--- config.mk ---
export PLATFORM = sky130hd
export DESIGN_NAME = clk_div_frac_mc
export DESIGN_NICKNAME = d
export VERILOG_FILES = /design/src/rtl/clk_div_pkg.sv /design/src/rtl/clk_div_frac_ch.sv /design/src/rtl/clk_div_frac_mc.sv
export SDC_FILE = /design/constraint.sdc
export NUM_CORES = 1
export LEC_CHECK = 0
export ABC_AREA = 1
export CAP_MARGIN = 40
export CORE_AREA = 2 2 162 164
export DETAILED_ROUTE_END_ITERATION = 12
export DIE_AREA = 0 0 164 166
export HOLD_SLACK_MARGIN = 0.02
export PLACE_DENSITY = 0.78
export SYNTH_ARGS = -nofsm -noshare
export SYNTH_HDL_FRONTEND = slang
export SYNTH_SLANG_ARGS = --single-unit
export TNS_END_PERCENT = 10
--- constraint.sdc ---
create_clock -name AClkH -period 3.65 [get_ports AClkH]
set_input_delay 0.73 -clock AClkH [delete_from_list [all_inputs] [get_ports AClkH]]
set_output_delay 0.73 -clock AClkH [all_outputs]
set_load 0.02 [all_outputs]
--- src/rtl/clk_div_pkg.sv ---
// clk_div_pkg: shared field layout, write-size code and reload helper for the fractional divider
package clk_div_pkg;
  localparam int CWordW = 32;
  localparam int CFraLo = 0;
  localparam int CEnBit = 31;
  localparam logic [3:0] CWrSize32 = 4'h4;
  function automatic logic [CWordW:0] int_carry(input logic [CWordW-1:0] int_f, input logic carry);
    return {1'b0, int_f} + {{CWordW{1'b0}}, carry};
  endfunction
endpackage

--- src/rtl/clk_div_frac_ch.sv ---
// clk_div_frac_ch: one fractional divider channel; reloads only at period boundaries
module clk_div_frac_ch
  import clk_div_pkg::*;
#(
  parameter int CIntW = 12,
  parameter int CFraW = 4,
  parameter logic [CWordW-1:0] CResetDiv = 32'h8000_0170
) (
  input  logic              clk,
  input  logic              rst_n,
  input  logic              en_i,
  input  logic              sync_i,
  input  logic [CWordW-1:0] shadow_i,
  output logic              clk_o,
  output logic              tick_o
);
  logic [CWordW-1:0] active_q, active_d, word;
  logic [CIntW:0] cnt_q, cnt_d, load;
  logic [CFraW-1:0] acc_q, acc_d;
  logic [CFraW:0] sum;
  logic clk_q, clk_d, tick_q, tick_d, boundary, fire, unused_word;
  assign unused_word = ^word;
  always_comb begin
    boundary = cnt_q == '0 && !clk_q;
    word = boundary ? shadow_i : active_q;
    sum = {1'b0, acc_q} + {1'b0, word[CFraLo +: CFraW]};
    load = (CIntW+1)'(int_carry(CWordW'(word[CFraLo+CFraW +: CIntW]), sum[CFraW]));
    // fire: start of a high phase (enabled boundary) or end of a high phase
    fire = boundary ? word[CEnBit] : cnt_q == '0;
    active_d = boundary && !sync_i ? shadow_i : active_q;
    cnt_d = sync_i || (boundary && !fire) ? '0 : fire ? load : cnt_q - (CIntW+1)'(1);
    acc_d = sync_i || (boundary && !fire) ? '0 : fire ? sum[CFraW-1:0] : acc_q;
    clk_d = !sync_i && (fire ? boundary : clk_q);
    tick_d = !sync_i && boundary && fire;
  end
  always_ff @(posedge clk or negedge rst_n)
    if (!rst_n) begin
      active_q <= CResetDiv;
      cnt_q <= '0;
      acc_q <= '0;
      clk_q <= 1'b0;
      tick_q <= 1'b0;
    end else if (en_i) begin
      active_q <= active_d;
      cnt_q <= cnt_d;
      acc_q <= acc_d;
      clk_q <= clk_d;
      tick_q <= tick_d;
    end
  assign clk_o = clk_q;
  assign tick_o = tick_q;
endmodule

--- src/rtl/clk_div_frac_mc.sv ---
// clk_div_frac_mc: multi-channel IO-programmable fractional clock divider with common restart
module clk_div_frac_mc
  import clk_div_pkg::*;
#(
  parameter logic [15:0] CAddrBase = 16'h0000,
  parameter int CChCnt = 4,
  parameter int CIntW = 12,
  parameter int CFraW = 4,
  parameter logic [CWordW-1:0] CResetDiv = 32'h8000_0170
) (
  input  logic              AClkH,
  input  logic              AResetHN,
  input  logic              AClkHEn,
  input  logic [15:0]       AIoAddr,
  input  logic [63:0]       AIoMosi,
  input  logic [3:0]        AIoWrSize,
  output logic              AIoAddrAck,
  output logic              AIoAddrErr,
  input  logic              ASyncI,
  output logic [CChCnt-1:0] AClkOut,
  output logic [CChCnt-1:0] AClkEnO
);
  logic [15:0] off;
  logic unused_mosi;
  assign off = AIoAddr - CAddrBase;
  assign AIoAddrAck = AIoAddr >= CAddrBase && off < 16'(4*CChCnt);
  assign AIoAddrErr = AIoAddrAck && AIoWrSize != 4'h0 && AIoWrSize != CWrSize32;
  assign unused_mosi = ^AIoMosi[63:CWordW];
  for (genvar n = 0; n < CChCnt; n++) begin : g_ch
    logic [CWordW-1:0] shadow_q, shadow_d;
    assign shadow_d = AIoAddrAck && AIoWrSize == CWrSize32 && off[4:2] == 3'(n)
                      ? AIoMosi[CWordW-1:0] : shadow_q;
    always_ff @(posedge AClkH or negedge AResetHN)
      if (!AResetHN) shadow_q <= CResetDiv;
      else if (AClkHEn) shadow_q <= shadow_d;
    clk_div_frac_ch #(
      .CIntW(CIntW),
      .CFraW(CFraW),
      .CResetDiv(CResetDiv)
    ) u_ch (
      .clk(AClkH),
      .rst_n(AResetHN),
      .en_i(AClkHEn),
      .sync_i(ASyncI),
      .shadow_i(shadow_q),
      .clk_o(AClkOut[n]),
      .tick_o(AClkEnO[n])
    );
  end
endmodule

==> results.json <==
{
  "outcome": "finished clean",
  "io_buffer_count": 48,
  "r2r_end": "g_ch[0].u_ch.cnt_q[12]$_DFFE_PN0P_",
  "cp-end-kind": "flip-flop",
  "dp.cells": 1925,
  "power_w": 0.00914,
  "start_util_pct": 47.4,
  "grtUsageTotal_pct": 22.4,
  "drc": 0,
  "min_path_type": "in -> async",
  "wl_per_cell_um": 15.0,
  "avgSynthCellArea_um2": 7.77,
  "crit_path_start_kind": "flip-flop",
  "postRouteAntennaNets": 0,
  "cp.arrival_ns": 3.78,
  "core_um2": 25600,
  "rsz0062_at_grt": "false",
  "report.final.slew_viol_count": 0,
  "timing.hold.ws_ns": 0.189,
  "drt-total-wl_mm": 29.5,
  "synth_top_area_cell": "dfrtp_1",
  "clkSinkCount": 208,
  "gp_congestion": 0.932,
  "cp-startpoint": "g_ch[0].u_ch.cnt_q[5]$_DFFE_PN0P_",
  "diodes": 0,
  "slew_headroom_pct": 53.7,
  "syn_area_um2": 12100,
  "rows": 59,
  "gr-usage-met1_pct": 29.8,
  "grt_pass1_vias": 10500,
  "fin_cells": 1966,
  "cp_max_fo": 9,
  "place_hpwl_mm": 21.4,
  "cts_tree": "yes",
  "yosysSeqAreaShare_pct": 43.3,
  "synth_cells": 1562,
  "area_delta_synth_final_pct": 14.0,
  "met2_usage_pct": 38.2,
  "max_freq_ghz": 0.296,
  "dr_total_vias": 10400,
  "powerDensity_nw_per_um2": 661,
  "final_hold_viol_count": 0,
  "pre_cts_slack_ns": 0.210,
  "post_synth_num_cell_types": 47,
  "placed_area_um2": 13000,
  "period_share_pct": 92.4,
  "grt_max_degree": 74,
  "reg2reg_from": "g_ch[0].u_ch.cnt_q[5]$_DFFE_PN0P_",
  "grt.busiest_layer": "met2",
  "clkTransAtPathRegs_ns": 0.06,
  "worst-setup-path-type": "reg -> reg",
  "finClkSkew_ns": 0.0121,
  "numCtsBuffers": 23,
  "antenna_found_initial": 0,
  "vdd_drop_max_mv": 0.337,
  "yosys-top-cells-area": "dfrtp_1 35%, nand2_1 14%, dfstp_2 7.8%, o21ai_0 7.5%, inv_1 5.4%",
  "ys_ff_latch": 208,
  "layout_setup_ws_ns": 0.277,
  "setup_viol": 0,
  "num-nets-final": 1739,
  "clkLatencyLatePin_ns": 0.52,
  "syn_nets": 1686,
  "ff2ff_path_depth": 18,
  "fin_crit_ns": 3.37,
  "htreeDepth": 1,
  "fin_area_um2": 13800,
  "crit_path_end": "g_ch[0].u_ch.cnt_q[12]$_DFFE_PN0P_",
  "drtIter0Drc": 730,
  "vias_per_cell": 5.31,
  "die_area_um2": 27200,
  "firstDrtPassIters": 5,
  "io_pins": 98,
  "final_layout_size_suffix_gt1_share_pct": 13.0,
  "cts_root_buf": "clkbuf_16",
  "grt_first_pass_wirelength_mm": 49.9,
  "use_met3_pct": 2.40,
  "r2r_slack_ns": 0.28,
  "required_ns": 4.06,
  "yosysWarnings": 0,
  "synth_top_area_share_pct": 35.5,
  "die_h_um": 166,
  "overflow": 0,
  "p_leak_nw": 6.23,
  "tightest_slew_ns": 0.695,
  "die_w_um": 164,
  "drv_cap": 0,
  "clk_path_buf_depth": 3
}
==> registers in the layout, summed over array words and instances (netlist names) <==
| name | cells |
|---|---|
| g_ch.u_ch.acc_q | 16 |
| g_ch.u_ch.tick_o | 4 |
| g_ch.shadow_q | 68 |
| g_ch.u_ch.active_q | 64 |
| g_ch.u_ch.cnt_q | 52 |
| g_ch.u_ch.clk_o | 4 |
==> stage by stage <==
step	utilization [%]	TNS [ns]
after floorplan	-	0
after global placement	50.7	-0.0264
after global routing	54.0	0
after detailed placement	50.8	0
after CTS	53.9	0
final	54.0	0
==> what timing repair did <==
action	CTS	global route
buffers inserted	0	0
hold buffers	0	0
resized for setup	0	13
endpoints found under the setup margin	0	13
hold endpoints to repair	0	0
==> cell usage after synthesis (all sizes together) <==
cell     number
inv         184
o21ai       225
ha           32
nor3         13
buf          16
a31oi         4
a21oi        44
o221ai        2
mux2         10
o211ai        6
nor4          5
a32o          2
nor3b         1
clkbuf       35
nand4        40
dfstp        36
dfrtp       172
clkinv        1
fa            4
nand3b        3
o21bai        4
o31ai         1
a2bb2oi       1
nand3        68
xor2         33
xnor2        14
and2          3
nor2        112
nand2       474
o22ai        13
or2           4
==> cell usage in the layout (no fill, tap or decap), types with 11 or more instances in the layout <==
| cell | n |
|---|---|
| o22ai_1 | 13 |
| nand3_1 | 59 |
| xor2_1 | 33 |
| o21ai_2 | 12 |
| ha_1 | 31 |
| nor2_1 | 79 |
| nand4_1 | 40 |
| nor2_4 | 14 |
| dfrtp_1 | 172 |
| clkdlybuf4s50_1 | 47 |
| nand2_1 | 459 |
| o21ai_0 | 179 |
| clkbuf_16 | 23 |
| xnor2_1 | 14 |
| dfstp_2 | 36 |
| nor2_2 | 17 |
| inv_2 | 11 |
| o21ai_1 | 32 |
| nand2_2 | 13 |
| a21oi_1 | 40 |
| inv_1 | 173 |
| buf_4 | 28 |
==> kinds of logic (layout without fill, tap and decap cells) <==
group | count (synthesis) | count (layout) | share of synthesized area (%)
fa+ha+maj | 36 | 36 | 3.96
flops | 208 | 208 | 43.3
mux | 10 | 10 | 0.928
xor+xnor | 47 | 47 | 3.39
buf+inv | 236 | 305 | 7.89
simple gates | 723 | 723 | 26.9
compound gates | 302 | 302 | 13.7
==> critical path, cell delays in order (launching register included) <==
cell and delay [ns]:
dfrtp_1 0.42, nor2_1 0.22, nand2_1 0.13, nor2_4 0.14
nand3_4 0.15, nand2_1 0.09, o21ai_1 0.06, ha_1 0.21
fa_1 0.41, a21oi_1 0.19, o21bai_1 0.11, ha_1 0.24
ha_1 0.21, o211ai_1 0.16, nor2_1 0.13, nand2_1 0.15
o21ai_0 0.12, nand2_1 0.08, o21ai_1 0.06
==> worst min path at each step <==
stage	start	depth (start not counted)	slack, ns	to
6_report	AResetHN	1	0.19	g_ch[1].u_ch.cnt_q[8]$_DFFE_PN0P_
5_1_grt	AResetHN	1	0.25	g_ch[1].u_ch.cnt_q[8]$_DFFE_PN0P_
4_1_cts	AResetHN	1	0.23	g_ch[1].u_ch.cnt_q[8]$_DFFE_PN0P_
3_5_place_dp	g_ch[0].u_ch.active_q[14]$_DFFE_PN0P_	2	0.46	g_ch[0].u_ch.active_q[14]$_DFFE_PN0P_
3_3_place_gp	g_ch[2].u_ch.active_q[8]$_DFFE_PN1P_	2	0.45	g_ch[2].u_ch.active_q[8]$_DFFE_PN1P_
2_1_floorplan	AResetHN	0	0.43	g_ch[0].shadow_q[0]$_DFFE_PN0P_
==> layout make-up <==
| class | instances | area, µm² |
|---|---|---|
| clock buffers | 28 | 614 |
| flip-flops and latches | 208 | 5250 |
| multi-input cells | 1118 | 5950 |
| inverters | 185 | 694 |
| well taps | 335 | 419 |
| clock inverters | 13 | 156 |
| fillers | 2291 | 11800 |
| repair buffers | 79 | 737 |
==> metal layers <==
layer | up-vias | share of wire, %
li1 | 5153 | -
met1 | 4975 | 44
met2 | 263 | 49
met3 | 58 | 4.4
met4 | 0 | 2.8
met5 | - | 0
==> where the power goes <==
part	switching [W]	internal [W]	total (W)
Sequential	0.000316	0.00269	0.00300
Combinational	0.00243	0.00132	0.00375
Clock	0.000964	0.00142	0.00238
No activity file was read; power rests on OpenSTA's default activity.
